===== src/rtl/isq_pkg.sv =====
// Shared defaults and entry layout for the issue-queue entry controller.
// ISSUE_QUEUE_DEPTH / ISSUE_QUEUE_LOG may be overridden on the command line.
`ifndef ISSUE_QUEUE_DEPTH
`define ISSUE_QUEUE_DEPTH 8
`endif
`ifndef ISSUE_QUEUE_LOG
`define ISSUE_QUEUE_LOG 3
`endif

package isq_pkg;

  localparam int ISQ_DEPTH     = `ISSUE_QUEUE_DEPTH;
  localparam int ISQ_LOG       = `ISSUE_QUEUE_LOG;
  localparam int ISQ_PREG_W    = 6;
  localparam int ISQ_PAYLOAD_W = 64;

  typedef struct packed {
    logic                     valid;
    logic [ISQ_PREG_W-1:0]    src1_tag;
    logic [ISQ_PREG_W-1:0]    src2_tag;
    logic                     src1_rdy;
    logic                     src2_rdy;
    logic [ISQ_PAYLOAD_W-1:0] payload;
  } isq_entry_t;

endpackage


===== src/rtl/isq_entry_ctrl_if.sv =====
// Enqueue / wakeup / age-policy / issue bundle of the issue-queue entry controller.
interface isq_entry_ctrl_if
  import isq_pkg::*;
#(
  parameter int DEPTH     = ISQ_DEPTH,
  parameter int LOG       = ISQ_LOG,
  parameter int PREG_W    = ISQ_PREG_W,
  parameter int PAYLOAD_W = ISQ_PAYLOAD_W
);
  logic                 enq_valid;
  logic                 enq_ready;
  logic [PREG_W-1:0]    enq_src1_preg;
  logic [PREG_W-1:0]    enq_src2_preg;
  logic                 enq_src1_rdy;
  logic                 enq_src2_rdy;
  logic [PAYLOAD_W-1:0] enq_payload;
  logic                 wb_valid;
  logic [PREG_W-1:0]    wb_preg;
  logic                 flush_valid;
  logic                 oldest_found;
  logic [DEPTH-1:0]     oldest_idx_oh;
  logic                 deq_valid;
  logic                 deq_ready;
  logic [PAYLOAD_W-1:0] deq_payload;
  logic [DEPTH-1:0]     iq_entries_valid;
  logic [DEPTH-1:0]     iq_entries_ready_to_go;
  logic [DEPTH-1:0]     iq_entries_wren_oh;
  logic [LOG-1:0]       enq_ptr;
  logic [DEPTH-1:0]     iq_entries_clear_entry;
  logic [LOG-1:0]       deq_ptr;

  modport master (
    output enq_valid, enq_src1_preg, enq_src2_preg, enq_src1_rdy, enq_src2_rdy,
           enq_payload, wb_valid, wb_preg, flush_valid, oldest_found,
           oldest_idx_oh, deq_ready,
    input  enq_ready, deq_valid, deq_payload, iq_entries_valid,
           iq_entries_ready_to_go, iq_entries_wren_oh, enq_ptr,
           iq_entries_clear_entry, deq_ptr
  );

  modport slave (
    input  enq_valid, enq_src1_preg, enq_src2_preg, enq_src1_rdy, enq_src2_rdy,
           enq_payload, wb_valid, wb_preg, flush_valid, oldest_found,
           oldest_idx_oh, deq_ready,
    output enq_ready, deq_valid, deq_payload, iq_entries_valid,
           iq_entries_ready_to_go, iq_entries_wren_oh, enq_ptr,
           iq_entries_clear_entry, deq_ptr
  );
endinterface


===== src/rtl/isq_free_finder.sv =====
// Lowest-set-bit finder: one-hot, binary index and found flag (index 0 when none).
module isq_free_finder #(
  parameter int DEPTH = 8,
  parameter int LOG   = 3
) (
  input  logic [DEPTH-1:0] free_vec_i,
  output logic [DEPTH-1:0] free_oh_o,
  output logic [LOG-1:0]   free_idx_o,
  output logic             found_o
);

  // Scan from the top so the lowest free index is the last one written.
  always_comb begin
    free_oh_o  = '0;
    free_idx_o = '0;
    found_o    = 1'b0;
    for (int i = DEPTH - 1; i >= 0; i--) begin
      if (free_vec_i[i]) begin
        free_oh_o    = '0;
        free_oh_o[i] = 1'b1;
        free_idx_o   = LOG'(i);
        found_o      = 1'b1;
      end
    end
  end

endmodule


===== src/rtl/isq_entry_ctrl.sv =====
// Issue-queue entry controller: allocation, wakeup, age-selected issue and flush.
// Optional ISQ_WB_BYPASS_EN: enqueuing sources matching the same-cycle writeback are stored ready.
`ifndef ISSUE_QUEUE_DEPTH
`define ISSUE_QUEUE_DEPTH 8
`endif
`ifndef ISSUE_QUEUE_LOG
`define ISSUE_QUEUE_LOG 3
`endif

module isq_entry_ctrl
  import isq_pkg::*;
#(
  parameter int DEPTH     = `ISSUE_QUEUE_DEPTH,
  parameter int LOG       = `ISSUE_QUEUE_LOG,
  parameter int PREG_W    = ISQ_PREG_W,
  parameter int PAYLOAD_W = ISQ_PAYLOAD_W
) (
  input logic             clock,
  input logic             reset_n,
  isq_entry_ctrl_if.slave io
);

  logic [DEPTH-1:0]     valid_q, valid_d;
  logic [DEPTH-1:0]     s1_rdy_q, s1_rdy_d;
  logic [DEPTH-1:0]     s2_rdy_q, s2_rdy_d;
  logic [PREG_W-1:0]    s1_tag_q  [DEPTH];
  logic [PREG_W-1:0]    s2_tag_q  [DEPTH];
  logic [PAYLOAD_W-1:0] payload_q [DEPTH];

  logic [DEPTH-1:0] free_oh;
  logic [LOG-1:0]   free_idx;
  logic             free_found;

  logic             wb_hit1, wb_hit2, enq_block;
  logic             enq_s1_rdy, enq_s2_rdy;
  logic             enq_fire, deq_fire;
  logic [DEPTH-1:0] wren, clear, rtg, sel;
  logic [LOG-1:0]   sel_idx;
  logic [PAYLOAD_W-1:0] sel_payload;

  isq_free_finder #(.DEPTH(DEPTH), .LOG(LOG)) u_free (
    .free_vec_i (~valid_q),
    .free_oh_o  (free_oh),
    .free_idx_o (free_idx),
    .found_o    (free_found)
  );

  assign wb_hit1 = io.wb_valid && (io.enq_src1_preg == io.wb_preg);
  assign wb_hit2 = io.wb_valid && (io.enq_src2_preg == io.wb_preg);

`ifdef ISQ_WB_BYPASS_EN
  assign enq_block  = 1'b0;
  assign enq_s1_rdy = io.enq_src1_rdy || (io.enq_src1_preg == '0) || wb_hit1;
  assign enq_s2_rdy = io.enq_src2_rdy || (io.enq_src2_preg == '0) || wb_hit2;
`else
  // Without bypass the broadcast would miss the not-yet-valid entry, so hold rename off.
  assign enq_block  = (wb_hit1 && (io.enq_src1_preg != '0)) ||
                      (wb_hit2 && (io.enq_src2_preg != '0));
  assign enq_s1_rdy = io.enq_src1_rdy || (io.enq_src1_preg == '0);
  assign enq_s2_rdy = io.enq_src2_rdy || (io.enq_src2_preg == '0);
`endif

  assign io.enq_ready          = free_found && !io.flush_valid && !enq_block;
  assign io.enq_ptr            = free_idx;
  assign enq_fire              = io.enq_valid && io.enq_ready;
  assign wren                  = enq_fire ? free_oh : '0;
  assign io.iq_entries_wren_oh = wren;

  assign rtg                       = valid_q & s1_rdy_q & s2_rdy_q;
  assign io.iq_entries_valid       = valid_q;
  assign io.iq_entries_ready_to_go = rtg;

  assign sel          = io.oldest_idx_oh & rtg;
  assign io.deq_valid = io.oldest_found && (|sel) && !io.flush_valid;
  assign deq_fire     = io.deq_valid && io.deq_ready;

  always_comb begin
    sel_payload = '0;
    sel_idx     = '0;
    for (int i = 0; i < DEPTH; i++) begin
      if (sel[i]) begin
        sel_payload = sel_payload | payload_q[i];
        sel_idx     = sel_idx | LOG'(i);
      end
    end
  end

  assign io.deq_payload            = sel_payload;
  assign clear                     = deq_fire ? sel : '0;
  assign io.iq_entries_clear_entry = clear;
  assign io.deq_ptr                = deq_fire ? sel_idx : '0;

  // Clear wins over wakeup; enqueue and clear never target the same slot.
  always_comb begin
    valid_d  = valid_q;
    s1_rdy_d = s1_rdy_q;
    s2_rdy_d = s2_rdy_q;
    for (int i = 0; i < DEPTH; i++) begin
      if (io.wb_valid && valid_q[i]) begin
        if (s1_tag_q[i] == io.wb_preg) s1_rdy_d[i] = 1'b1;
        if (s2_tag_q[i] == io.wb_preg) s2_rdy_d[i] = 1'b1;
      end
      if (clear[i]) valid_d[i] = 1'b0;
      if (wren[i]) begin
        valid_d[i]  = 1'b1;
        s1_rdy_d[i] = enq_s1_rdy;
        s2_rdy_d[i] = enq_s2_rdy;
      end
    end
    if (io.flush_valid) valid_d = '0;
  end

  always_ff @(posedge clock or negedge reset_n) begin
    if (!reset_n) begin
      valid_q  <= '0;
      s1_rdy_q <= '0;
      s2_rdy_q <= '0;
    end else begin
      valid_q  <= valid_d;
      s1_rdy_q <= s1_rdy_d;
      s2_rdy_q <= s2_rdy_d;
    end
  end

  always_ff @(posedge clock) begin
    for (int i = 0; i < DEPTH; i++) begin
      if (wren[i]) begin
        s1_tag_q[i]  <= io.enq_src1_preg;
        s2_tag_q[i]  <= io.enq_src2_preg;
        payload_q[i] <= io.enq_payload;
      end
    end
  end

endmodule


===== src/flat_wrapper.sv =====
// flat-port wrapper written by rule: the top's interface ports become plain ports
module isq_entry_ctrl_flat import isq_pkg::*;
#(
  parameter int DEPTH     = `ISSUE_QUEUE_DEPTH,
  parameter int LOG       = `ISSUE_QUEUE_LOG,
  parameter int PREG_W    = ISQ_PREG_W,
  parameter int PAYLOAD_W = ISQ_PAYLOAD_W
)
  (clock, reset_n, io_enq_valid, io_enq_src1_preg, io_enq_src2_preg, io_enq_src1_rdy, io_enq_src2_rdy, io_enq_payload, io_wb_valid, io_wb_preg, io_flush_valid, io_oldest_found, io_oldest_idx_oh, io_deq_ready, io_enq_ready, io_deq_valid, io_deq_payload, io_iq_entries_valid, io_iq_entries_ready_to_go, io_iq_entries_wren_oh, io_enq_ptr, io_iq_entries_clear_entry, io_deq_ptr);
  isq_entry_ctrl_if #(.DEPTH(DEPTH), .LOG(LOG), .PREG_W(PREG_W), .PAYLOAD_W(PAYLOAD_W)) io_i ();
  input logic clock;
  input logic reset_n;
  input wire logic [$bits(io_i.enq_valid)-1:0] io_enq_valid;
  input wire logic [$bits(io_i.enq_src1_preg)-1:0] io_enq_src1_preg;
  input wire logic [$bits(io_i.enq_src2_preg)-1:0] io_enq_src2_preg;
  input wire logic [$bits(io_i.enq_src1_rdy)-1:0] io_enq_src1_rdy;
  input wire logic [$bits(io_i.enq_src2_rdy)-1:0] io_enq_src2_rdy;
  input wire logic [$bits(io_i.enq_payload)-1:0] io_enq_payload;
  input wire logic [$bits(io_i.wb_valid)-1:0] io_wb_valid;
  input wire logic [$bits(io_i.wb_preg)-1:0] io_wb_preg;
  input wire logic [$bits(io_i.flush_valid)-1:0] io_flush_valid;
  input wire logic [$bits(io_i.oldest_found)-1:0] io_oldest_found;
  input wire logic [$bits(io_i.oldest_idx_oh)-1:0] io_oldest_idx_oh;
  input wire logic [$bits(io_i.deq_ready)-1:0] io_deq_ready;
  output wire logic [$bits(io_i.enq_ready)-1:0] io_enq_ready;
  output wire logic [$bits(io_i.deq_valid)-1:0] io_deq_valid;
  output wire logic [$bits(io_i.deq_payload)-1:0] io_deq_payload;
  output wire logic [$bits(io_i.iq_entries_valid)-1:0] io_iq_entries_valid;
  output wire logic [$bits(io_i.iq_entries_ready_to_go)-1:0] io_iq_entries_ready_to_go;
  output wire logic [$bits(io_i.iq_entries_wren_oh)-1:0] io_iq_entries_wren_oh;
  output wire logic [$bits(io_i.enq_ptr)-1:0] io_enq_ptr;
  output wire logic [$bits(io_i.iq_entries_clear_entry)-1:0] io_iq_entries_clear_entry;
  output wire logic [$bits(io_i.deq_ptr)-1:0] io_deq_ptr;
  assign io_i.enq_valid = io_enq_valid;
  assign io_i.enq_src1_preg = io_enq_src1_preg;
  assign io_i.enq_src2_preg = io_enq_src2_preg;
  assign io_i.enq_src1_rdy = io_enq_src1_rdy;
  assign io_i.enq_src2_rdy = io_enq_src2_rdy;
  assign io_i.enq_payload = io_enq_payload;
  assign io_i.wb_valid = io_wb_valid;
  assign io_i.wb_preg = io_wb_preg;
  assign io_i.flush_valid = io_flush_valid;
  assign io_i.oldest_found = io_oldest_found;
  assign io_i.oldest_idx_oh = io_oldest_idx_oh;
  assign io_i.deq_ready = io_deq_ready;
  assign io_enq_ready = io_i.enq_ready;
  assign io_deq_valid = io_i.deq_valid;
  assign io_deq_payload = io_i.deq_payload;
  assign io_iq_entries_valid = io_i.iq_entries_valid;
  assign io_iq_entries_ready_to_go = io_i.iq_entries_ready_to_go;
  assign io_iq_entries_wren_oh = io_i.iq_entries_wren_oh;
  assign io_enq_ptr = io_i.enq_ptr;
  assign io_iq_entries_clear_entry = io_i.iq_entries_clear_entry;
  assign io_deq_ptr = io_i.deq_ptr;
  isq_entry_ctrl #(.DEPTH(DEPTH), .LOG(LOG), .PREG_W(PREG_W), .PAYLOAD_W(PAYLOAD_W)) u_core (.clock(clock), .reset_n(reset_n), .io(io_i));
endmodule

===== config.mk =====
export PLATFORM = sky130hd
export DESIGN_NAME = isq_entry_ctrl_flat
export DESIGN_NICKNAME = d
export VERILOG_FILES = /design/src/rtl/isq_pkg.sv /design/src/rtl/isq_entry_ctrl_if.sv /design/src/rtl/isq_free_finder.sv /design/src/rtl/isq_entry_ctrl.sv /design/src/flat_wrapper.sv
export SDC_FILE = /design/constraint.sdc
export NUM_CORES = 1
export LEC_CHECK = 0
export BUFFER_PORTS_ARGS = -buffer_cell sky130_fd_sc_hd__buf_2
export CAP_MARGIN = 20
export CORE_AREA = 2 2 264 266
export CTS_CLUSTER_DIAMETER = 150
export CTS_CLUSTER_SIZE = 10
export DETAILED_ROUTE_END_ITERATION = 8
export DIE_AREA = 0 0 266 268
export PLACE_DENSITY = 0.55
export RECOVER_POWER = 50
export SYNTH_ARGS = -nofsm -noshare
export SYNTH_HDL_FRONTEND = slang
export SYNTH_HIERARCHICAL = 1
export SYNTH_SLANG_ARGS = --single-unit

===== constraint.sdc =====
create_clock -name clock -period 8.6 [get_ports clock]
set_input_delay 1.29 -clock clock [delete_from_list [all_inputs] [get_ports clock]]
set_output_delay 1.29 -clock clock [all_outputs]
set_load 0.02 [all_outputs]

==> impl_metrics.tcl, run 1 <==
set metrics [dict create \
    required_ns 7.31 \
    drc_errors 0 \
    synth_top_area_share_pct 77.14 \
    antenna_found_initial 11 \
    cp.arrival_ns 4.60 \
    place.gp.congestion 0.8415 \
    tritoncts "yes" \
    fill_cells 6182 \
    pin_count 203 \
    hold_depth 2 \
    crit_fanout 33 \
    grt_pass1_wl_mm 92.76 \
    clkTransAtPathRegs_ns 0.06 \
    synthDistinctLibCells 42 \
    crit_path_top_delay_cell "nor4_1" \
    vias 13090 \
    tns_ns 0 \
    grt_usage_pct 17.90 \
    placed_cells 2335 \
    postCtsHoldBufs 0 \
    max_freq_ghz 0.1698 \
    yosys.area.top_type "edfxtp_1" \
    finalCritPeriodShare_pct 68.49 \
    initial_core_util_pct 34.69 \
    syn_nets 1406 \
    first_pass_iters 5 \
    syn_avg_cell_area_um2 18.11 \
    finalNetCount 1627 \
    synth-edff-count 608 \
    cts_resized 0 \
    skew_ns 0.02460 \
    yosysSeqAreaShare_pct 79.68 \
    final_area_um2 27420 \
    power.leakage_nw 8.823 \
    cp-end-kind "output port" \
    overflow 0 \
    min_from "u_core/s2_rdy_q[3]" \
    r2r_slack_ns 4.88 \
    hpwl_mm 36.42 \
    status "finished clean" \
    cap_viol_max_count 0 \
    insertion_delay_ns 0.60 \
    ant_nets 0 \
    post-route-min-period_ns 5.890 \
    start_kind "input pin" \
    grt_setup_unrepaired "no" \
    drtIter0Drc 1046 \
    vias_per_cell 5.397 \
    postSynthCellCount 1307 \
    post_cts_buffers 0 \
    synth-warning-count 6 \
    worst_pin_slew_ns 1.360 \
    crit_buf_inv 3 \
    hold_path_class "reg2reg" \
    synth_area_leaders "edfxtp_1, a22oi_1, dfrtp_1" \
    power-per-cell-area_nw_per_um2 232.5 \
    ys_ff_latch 632 \
    die_area_um2 71290 \
    drive_gt1_share_pct 15.50 \
    final_cells 2426 \
    die_w_um 266 \
    ir_drop_mv 0.1393 \
    htree_levels 3 \
    synthesis.area_um2 23670 \
    whs_endpoint "u_core/s2_rdy_q[3]" \
    port_buffers 202 \
    reg2reg_from "u_core/io.iq_entries_valid[2]" \
    grt_pass1_vias 13300 \
    cts.sinks 632 \
    placed_area_um2 25630 \
    final-hold-violation-count 0 \
    wl_per_cell_um 26.50 \
    clock_path_buffers 3 \
    grt_max_degree 66 \
    routed_wl_mm 64.28 \
    rows 96 \
    critPathTopFamily "compound AO/OA/AOI/OAI gates" \
    syn_to_final_growth_pct 15.84 \
    reg2reg_to "u_core/payload_q[1][71]" \
    slew_violations 0 \
    synthArstFlopShare_pct 3.797 \
    reg2reg_depth 9 \
    criticalPathCategory "in2out" \
    finalSetupViolCount 0 \
    synthFlopType "edfxtp_1" \
    path_cells "clkbuf_1, nor4_1, a211oi_1, a22oi_1, o21ai_0, inv_4, buf_2" \
    coreArea_um2 68230 \
    maxSlewHeadroom_pct 9.304 \
    worst_path_largest_cell_delay_ns 0.75 \
    cts_buffers 73 \
    dieHeight_um 268 \
    cts_root_buf "clkbuf_16" \
]
-- cells in the mapped netlist (2+ instances only) --
cell type	count
a41oi_1	18
edfxtp_1	608
buf_2	7
and2_2	10
inv_1	17
nor2_1	18
nor4_1	19
and2_1	9
xnor2_1	48
buf_4	6
nor2b_1	2
nor4_2	2
clkbuf_1	37
and3_1	9
nand2b_1	2
xor2_1	60
a221oi_4	2
o31ai_1	8
nor4_4	3
o21ai_2	8
dfrtp_1	24
nand4_1	64
nand2_1	16
a21oi_1	2
buf_1	20
a22oi_1	272
-- cells in the final DEF (no fill, tap or decap), types with 10 or more instances in the layout --
| cell | n |
|---|---|
| clkbuf_1 | 102 |
| a22oi_1 | 273 |
| xor2_1 | 60 |
| buf_4 | 15 |
| a41oi_1 | 18 |
| nor2_1 | 18 |
| xnor2_1 | 48 |
| nand4_1 | 64 |
| nor4_1 | 21 |
| dfrtp_1 | 24 |
| clkbuf_16 | 74 |
| nand2_1 | 16 |
| and2_2 | 10 |
| buf_2 | 109 |
| edfxtp_1 | 608 |
-- where the power goes --
group / switching (W) / internal [W]
Sequential: 0.0000174 / 0.00343
Combinational: 0.000200 / 0.0000731
Clock: 0.00111 / 0.00154
Total: 0.00133 / 0.00504
-- final cells by class --
class,instances,area (um2),area share [%]
flip-flops and latches,632,18860,68.78
clock buffers,83,1886,6.878
clock inverters,6,82.58,0.3012
multi-input cells,586,4387,16.00
inverters,18,87.58,0.3195
well taps,882,1104,4.025
diodes,2,5.005,0.01825
repair buffers,217,1007,3.674
-- sequential cells by signal (all words and copies together), names as in the netlist --
register / flops
u_core/payload_q: 512
u_core/s1_tag_q: 48
u_core/s2_tag_q: 48
u_core/io.iq_entries_valid: 8
u_core/s1_rdy_q: 8
u_core/s2_rdy_q: 8
-- kinds of logic (layout without fill, tap and decap cells) --
group	Yosys count	after routing	share of synthesized area [%]
buffers and inverters	89	324	1.575
AND/OR/NAND/NOR	159	159	4.192
other	0	2	0
XOR/XNOR	108	108	3.997
AO/OA/AOI/OAI	319	319	10.56
flip-flops	632	632	79.68
-- stage by stage --
| stage | setup WS, ns | hold WS [ns] | total power (W) | util (%) |
|---|---|---|---|---|
| 4_1_cts | 3.732 | 0.5798 | 0.006458 | 40.45 |
| 2_1_floorplan | 3.451 | 0.5187 | 0.003645 | - |
| 6_report | 2.710 | 0.5840 | 0.006374 | 40.18 |
| 3_5_place_dp | 3.740 | 0.5640 | 0.003791 | 37.57 |
| 3_3_place_gp | 3.711 | 0.5525 | 0.003786 | 37.57 |
| 5_1_grt | 2.446 | 0.6034 | 0.006593 | 40.18 |
-- worst max path at each step --
stage                     depth (start not counted)                  endpoint                 from  slack [ns]
after floorplan                                   5  io_iq_entries_wren_oh[0]  io_enq_src2_preg[0]        3.45
after global placement                            7  io_iq_entries_wren_oh[0]        io_wb_preg[5]        3.71
after detailed placement                          7  io_iq_entries_wren_oh[3]        io_wb_preg[4]        3.74
after CTS                                         7  io_iq_entries_wren_oh[3]        io_wb_preg[4]        3.73
after global routing                              7  io_iq_entries_wren_oh[3]  io_enq_src2_preg[1]        2.45
final                                             7  io_iq_entries_wren_oh[5]  io_enq_src2_preg[1]        2.71
-- metal layers --
metal  vias up  wire, um  track usage (%)
met2       417     30830            28.81
met3        89      3908            3.620
met1      6781     28260            24.62
met4        16      1170            5.390
li1       5790         -                -
met5         -       112                0
-- worst min-delay path, cell delays in order, from the launching register on --
cell,delay (ns)
dfrtp_1,0.34
a41oi_1,0.05
a22oi_1,0.14
Power figures use the tool's default switching activity.
==> run 2: changes to the inputs <==
Clock period 8.6 ns to 5.84 ns, I/O delays scaled along.
==> run 2 against run 1 <==
  * Sequential power grew 47%
  * Utilization is essentially flat
  * Highest routed layer unchanged
  * Global-route usage grew 0.11 points
  * Clock power grew 48%
  * Combinational power grew 48%
  * Register-to-register slack lost 2.7 ns
  * Critical path type unchanged
  * Via count grew 0.80%
  * Critical path depth is the same
==> impl_metrics.tcl, run 2 (synthesis gave the netlist of run 1 again) <==
set metrics [dict create \
    status "finished clean" \
    pin_count 203 \
    worst_path_largest_cell_delay_ns 0.68 \
    final_cell_mix "edfxtp_1, a22oi_1, buf_2" \
    first_pass_iters 5 \
    initial_core_util_pct 34.69 \
    clock_path_buffers 3 \
    cts_root_buf "clkbuf_16" \
    drtIter0Drc 1035 \
    register_area_um2 18860 \
    crit_fanout 39 \
    max_freq_ghz 0.2127 \
    antenna_found_initial 8 \
    postCtsHoldBufs 0 \
    hpwl_mm 37.49 \
    port_buffers 202 \
    regMostFlops "u_core/payload_q" \
    overflow 0 \
    grt-busiest-layer "met2" \
    drc_errors 0 \
    final_common_cell "edfxtp_1" \
    die_w_um 266 \
    syn_to_final_growth_pct 15.97 \
    path_cells "clkbuf_1, xor2_1, nor4_1, a22oi_4, o21ai_0, inv_4, buf_2" \
    die_area_um2 71290 \
    tns_ns 0 \
    cts_buffers 73 \
    hold_path_class "reg2reg" \
    finalSetupViolCount 0 \
    slew_violations 0 \
    gr-usage-met3_pct 4.160 \
    cp.arrival_ns 3.83 \
    use_met2_pct 29.06 \
    skew_ns 0.02092 \
    dieHeight_um 268 \
    insertion_delay_ns 0.61 \
    cap_viol_max_count 0 \
    top_regs "u_core/payload_q (512), u_core/s1_tag_q (48), u_core/s2_tag_q (48)" \
    power-per-cell-area_nw_per_um2 342.6 \
    vias 13200 \
    cts.sinks 632 \
    worst_pin_slew_ns 1.381 \
    multiInputGateArea_um2 4420 \
    largest_reg_flops 512 \
    total_power_w 0.009405 \
    wl_per_cell_um 26.69 \
    post-route-min-period_ns 4.701 \
    ir_drop_mv 0.1866 \
    cp-end-kind "output port" \
    finalCritPeriodShare_pct 80.50 \
    post_cts_buffers 0 \
    place.gp.congestion 0.8719 \
    required_ns 4.96 \
    cts_resized 0 \
    grt_pass1_vias 13410 \
    start_kind "input pin" \
    criticalPathCategory "in2out" \
    power.leakage_nw 8.844 \
    fill_cells 6117 \
    coreArea_um2 68230 \
    drive_gt1_share_pct 15.65 \
    ant_nets 0 \
    rows 96 \
    clkTransAtPathRegs_ns 0.06 \
    tritoncts "yes" \
    grt_usage_pct 18.01 \
    maxSlewHeadroom_pct 7.927 \
    use_met1_pct 24.20 \
    grt_setup_unrepaired "no" \
    grt_max_degree 66 \
    critPathTopFamily "buffers and inverters" \
    crit_buf_inv 3 \
    routed_wl_mm 64.66 \
    finalNetCount 1627 \
    final-hold-violation-count 0 \
    crit_path_top_delay_cell "nor4_1" \
    vias_per_cell 5.447 \
    htree_levels 3 \
    grt_pass1_wl_mm 93.72 \
]
-- run 2: path summary, 6_finish.rpt --
path | slack (ns) | startpoint | depth (start not counted) | to
worst max-delay path | 1.14 | io_enq_src2_preg[5] | 7 | io_iq_entries_wren_oh[7]
worst min-delay path | 0.58 | u_core/s1_rdy_q[3] | 2 | u_core/s1_rdy_q[3]
worst max register to register | 2.23 | u_core/io.iq_entries_valid[2] | 9 | u_core/payload_q[1][196]
worst min register to register | 0.58 | u_core/s1_rdy_q[3] | 2 | u_core/s1_rdy_q[3]
max in group asynchronous | 4.43 | reset_n | 1 | u_core/io.iq_entries_valid[7]
min in group asynchronous | 0.59 | reset_n | 1 | u_core/s2_rdy_q[3]
-- run 2: per-stage QoR --
stage	hold WS [ns]	util [%]	cells	worst slack, ns	area [um2]
2_1_floorplan	0.5187	-	1307	1.519	23670
3_3_place_gp	0.5531	37.57	2335	1.742	25630
3_5_place_dp	0.5580	37.57	2335	1.757	25630
4_1_cts	0.2713	40.45	2422	1.701	27600
5_1_grt	0.6143	40.23	2422	0.9231	27450
6_report	0.5784	40.23	2423	1.139	27450
-- run 2: routing by layer --
layer	part of all wire (%)	up-vias
li1	-	5767
met2	48	522
met5	0.11	-
met1	42	6803
met3	7.6	94
met4	2.2	12
-- run 2: tightest hold or removal path: stages (launching register included) --
cell,delay [ns]
dfrtp_1,0.35
a41oi_1,0.05
a22oi_1,0.13
-- run 2: area by class of cell --
cell class / count / area share, %
multi-input cells: 586 / 16.11
inverters: 18 / 0.3145
clock buffers: 82 / 6.856
diodes: 1 / 0.009117
repair buffers: 217 / 3.670
well taps: 882 / 4.021
clock inverters: 5 / 0.3191
flip-flops and latches: 632 / 68.71
-- run 2: power by group --
part | switching, W | total, W | internal (W)
Combinational | 0.000297 | 0.000404 | 0.000108
Sequential | 0.0000248 | 0.00507 | 0.00505
Clock | 0.00166 | 0.00393 | 0.00227
==> run 3: changes to the inputs <==
Settings changed: ABC_AREA set to 1, CORE_AREA 2 2 264 266 to 2 2 270 272, DIE_AREA 0 0 266 268 to 0 0 272 274.
Clock period 5.84 ns to 4.8 ns, I/O delays scaled along.
==> run 3 against run 2 <==
  * Combinational power is 11% lower
  * Setup slack got worse by 0.48 ns
  * Via count is 16% higher
  * Synthesized cell count increased by 32%
  * Register-to-register slack lost 0.68 ns
  * Critical path depth up 5
  * Clock-buffer cell count grew 5
  * Design area increased by 5.2%
  * Non-clock buffer count increased by 13
  * Power is 21% higher
  * Synthesized area grew 4.8%
  * Largest power group unchanged
==> impl_metrics.tcl, run 3 <==
set metrics [dict create \
    cp.arrival_ns 3.42 \
    final-hold-violation-count 0 \
    cap_viol_max_count 0 \
    tns_ns 0 \
    drtIter0Drc 1411 \
    p_switching_w 0.002349 \
    syn_to_final_growth_pct 16.41 \
    cts_root_buf "clkbuf_16" \
    clockPowerShare_pct 43.0 \
    synthXorXnorAreaFrac_pct 1.696 \
    ir_drop_mv 0.2214 \
    regMostFlops "u_core/payload_q" \
    vias_per_cell 5.257 \
    tritoncts "yes" \
    grt_setup_unrepaired "no" \
    finalNetCount 2037 \
    grt_usage_pct 18.41 \
    fill_cells 6588 \
    overflow 0 \
    coreArea_um2 71970 \
    wl_per_cell_um 23.81 \
    ys_ff_latch 632 \
    required_ns 4.08 \
    final_common_cell "edfxtp_1" \
    yosys.area_share.simple_pct 11.39 \
    post_cts_buffers 0 \
    skew_ns 0.02000 \
    postSynthCellCount 1721 \
    fin_hold_ws_ns 0.4038 \
    grt_max_degree 77 \
    finalSetupViolCount 0 \
    top_regs "u_core/payload_q (512), u_core/s1_tag_q (48), u_core/s2_tag_q (48)" \
    synth-compound-area-share_pct 7.968 \
    hold_path_class "in2async" \
    synthesis.area_um2 24800 \
    antenna_found_initial 9 \
    final_cell_mix "edfxtp_1, nand2_1, buf_2" \
    start_kind "input pin" \
    drc_errors 0 \
    synth_area_leaders "edfxtp_1, nand2_1, a32o_1" \
    vias 15320 \
    syn_nets 1820 \
    dieHeight_um 274 \
    drive_gt1_share_pct 14.99 \
    r2r_slack_ns 1.55 \
    die_area_um2 74530 \
    p_sw_share_pct 20.64 \
    port_buffers 202 \
    synthArstFlopShare_pct 3.797 \
    insertion_delay_ns 0.61 \
    pin_count 203 \
    power.leakage_nw 10.12 \
    syn_avg_cell_area_um2 14.41 \
    power-per-cell-area_nw_per_um2 394.2 \
    synth-warning-count 6 \
    setup_slack_ns 0.6575 \
    netlist_top_cells_count "edfxtp_1, nand2_1, nor2_1" \
    combinationalPowerShare_pct 3.2 \
    finalCritPeriodShare_pct 86.30 \
    maxSlewHeadroom_pct 5.935 \
    total_power_w 0.01138 \
    htree_levels 3 \
    ant_nets 0 \
    cp-end-kind "output port" \
    pwr-share-seq_pct 53.9 \
    initial_core_util_pct 34.45 \
    placed_area_um2 26970 \
    clkTransAtPathRegs_ns 0.06 \
    startpoint "io_wb_preg[3]" \
    post-route-min-period_ns 4.142 \
    first_pass_iters 5 \
    grt_pass1_wl_mm 100.8 \
    synthMuxAreaShare_pct 0 \
    synth_top_family_by_area "simple AND/OR/NAND/NOR gates" \
    synth_top_area_share_pct 73.63 \
    grt_pass1_vias 15140 \
    reg2reg_from "u_core/io.iq_entries_valid[4]" \
    max_freq_ghz 0.2414 \
    routed_wl_mm 69.40 \
    yosysSeqAreaShare_pct 76.06 \
    synthFlopType "edfxtp_1" \
    place.gp.congestion 0.8855 \
    synth-edff-count 608 \
    synthAdderAreaFrac_pct 0 \
    internal_power_w 0.009030 \
    crit_fanout 20 \
    slew_violations 0 \
    yosys.area.top_type "edfxtp_1" \
    clock_path_buffers 3 \
    postCtsHoldBufs 0 \
    hpwl_mm 39.30 \
    final_area_um2 28860 \
    cts.sinks 632 \
    status "finished clean" \
    die_w_um 272 \
    reg2reg_to "u_core/payload_q[1][201]" \
    worst_pin_slew_ns 1.411 \
    dp_slack_ns 1.244 \
    reg2reg_depth 10 \
    synthDistinctLibCells 41 \
    cts_buffers 73 \
    largest_reg_flops 512 \
    rows 99 \
    criticalPathCategory "in2out" \
    yosysMostFrequentCell "edfxtp_1" \
    cts_resized 0 \
]
## run 3: changes by cell type in the layout (fill, tap and decap cells not counted), sizes merged, moves of 49 or more
cell | before | now
a22oi | 273 | 0
a21oi | 2 | 51
a32o | 0 | 90
nand2 | 16 | 315
nor2 | 18 | 101
nand3 | 1 | 82
inv | 21 | 82
## run 3: final cells by class
class                   instances  area, um2  share of cell area [%]
flip-flops and latches        632      18860                   65.33
multi-input cells             920       5230                   18.12
clock buffers                  87       1943                   6.732
repair buffers                230       1227                   4.252
well taps                     959       1200                   4.157
inverters                      81      325.3                   1.127
clock inverters                 5      77.57                  0.2688
diodes                          1      2.502                0.008670
## run 3: worst max-delay path by stage
| stage | to | slack (ns) | cells past startpoint |
|---|---|---|---|
| 2_1_floorplan | io_iq_entries_wren_oh[3] | 0.91 | 11 |
| 3_3_place_gp | io_iq_entries_wren_oh[0] | 1.23 | 12 |
| 3_5_place_dp | io_iq_entries_wren_oh[0] | 1.24 | 12 |
| 4_1_cts | io_deq_payload[16] | 0.97 | 9 |
| 5_1_grt | io_iq_entries_wren_oh[0] | 0.49 | 12 |
| 6_report | io_iq_entries_wren_oh[0] | 0.66 | 12 |
## run 3: worst max-delay path, stage by stage
cell      delay (ns)
clkbuf_1        0.48
inv_1           0.46
nand2_1         0.15
nand2_1         0.06
nand2_1         0.07
nor2_1          0.05
nand2_1         0.08
nand2_1         0.12
nand2_1         0.27
nand4_1         0.47
inv_4           0.20
buf_2           0.29
## run 3: cell families (layout without fill, tap and decap cells)
logic type / count (synthesis) / in the layout
AO/OA/AOI/OAI: 241 / 241
XOR/XNOR: 48 / 48
buffers and inverters: 169 / 403
flip-flops: 632 / 632
other: 0 / 1
AND/OR/NAND/NOR: 631 / 631
## run 3: through the flow
stage / cells / utilization (%)
6_report: 2915 / 40.11
5_1_grt: 2914 / 40.10
4_1_cts: 2914 / 40.28
3_5_place_dp: 2822 / 37.47
3_3_place_gp: 2822 / 37.47
2_1_floorplan: 1721 / -
## run 3: metal layers
layer | global-route usage, % | routed length (um) | vias to the layer above
li1 | - | - | 6874
met1 | 24.93 | 30360 | 7773
met2 | 29.93 | 32750 | 570
met3 | 3.871 | 4915 | 93
met4 | 5.335 | 1271 | 14
met5 | 0 | 96 | -
## run 3: power groups by stage
stage          Sequential [W]  Combinational (W)  Clock (W)
2_1_floorplan         0.00624           0.000172          0
3_3_place_gp          0.00624           0.000367          0
3_5_place_dp          0.00624           0.000373          0
4_1_cts               0.00613           0.000375    0.00500
5_1_grt               0.00613           0.000396    0.00521
6_report              0.00613           0.000360    0.00489
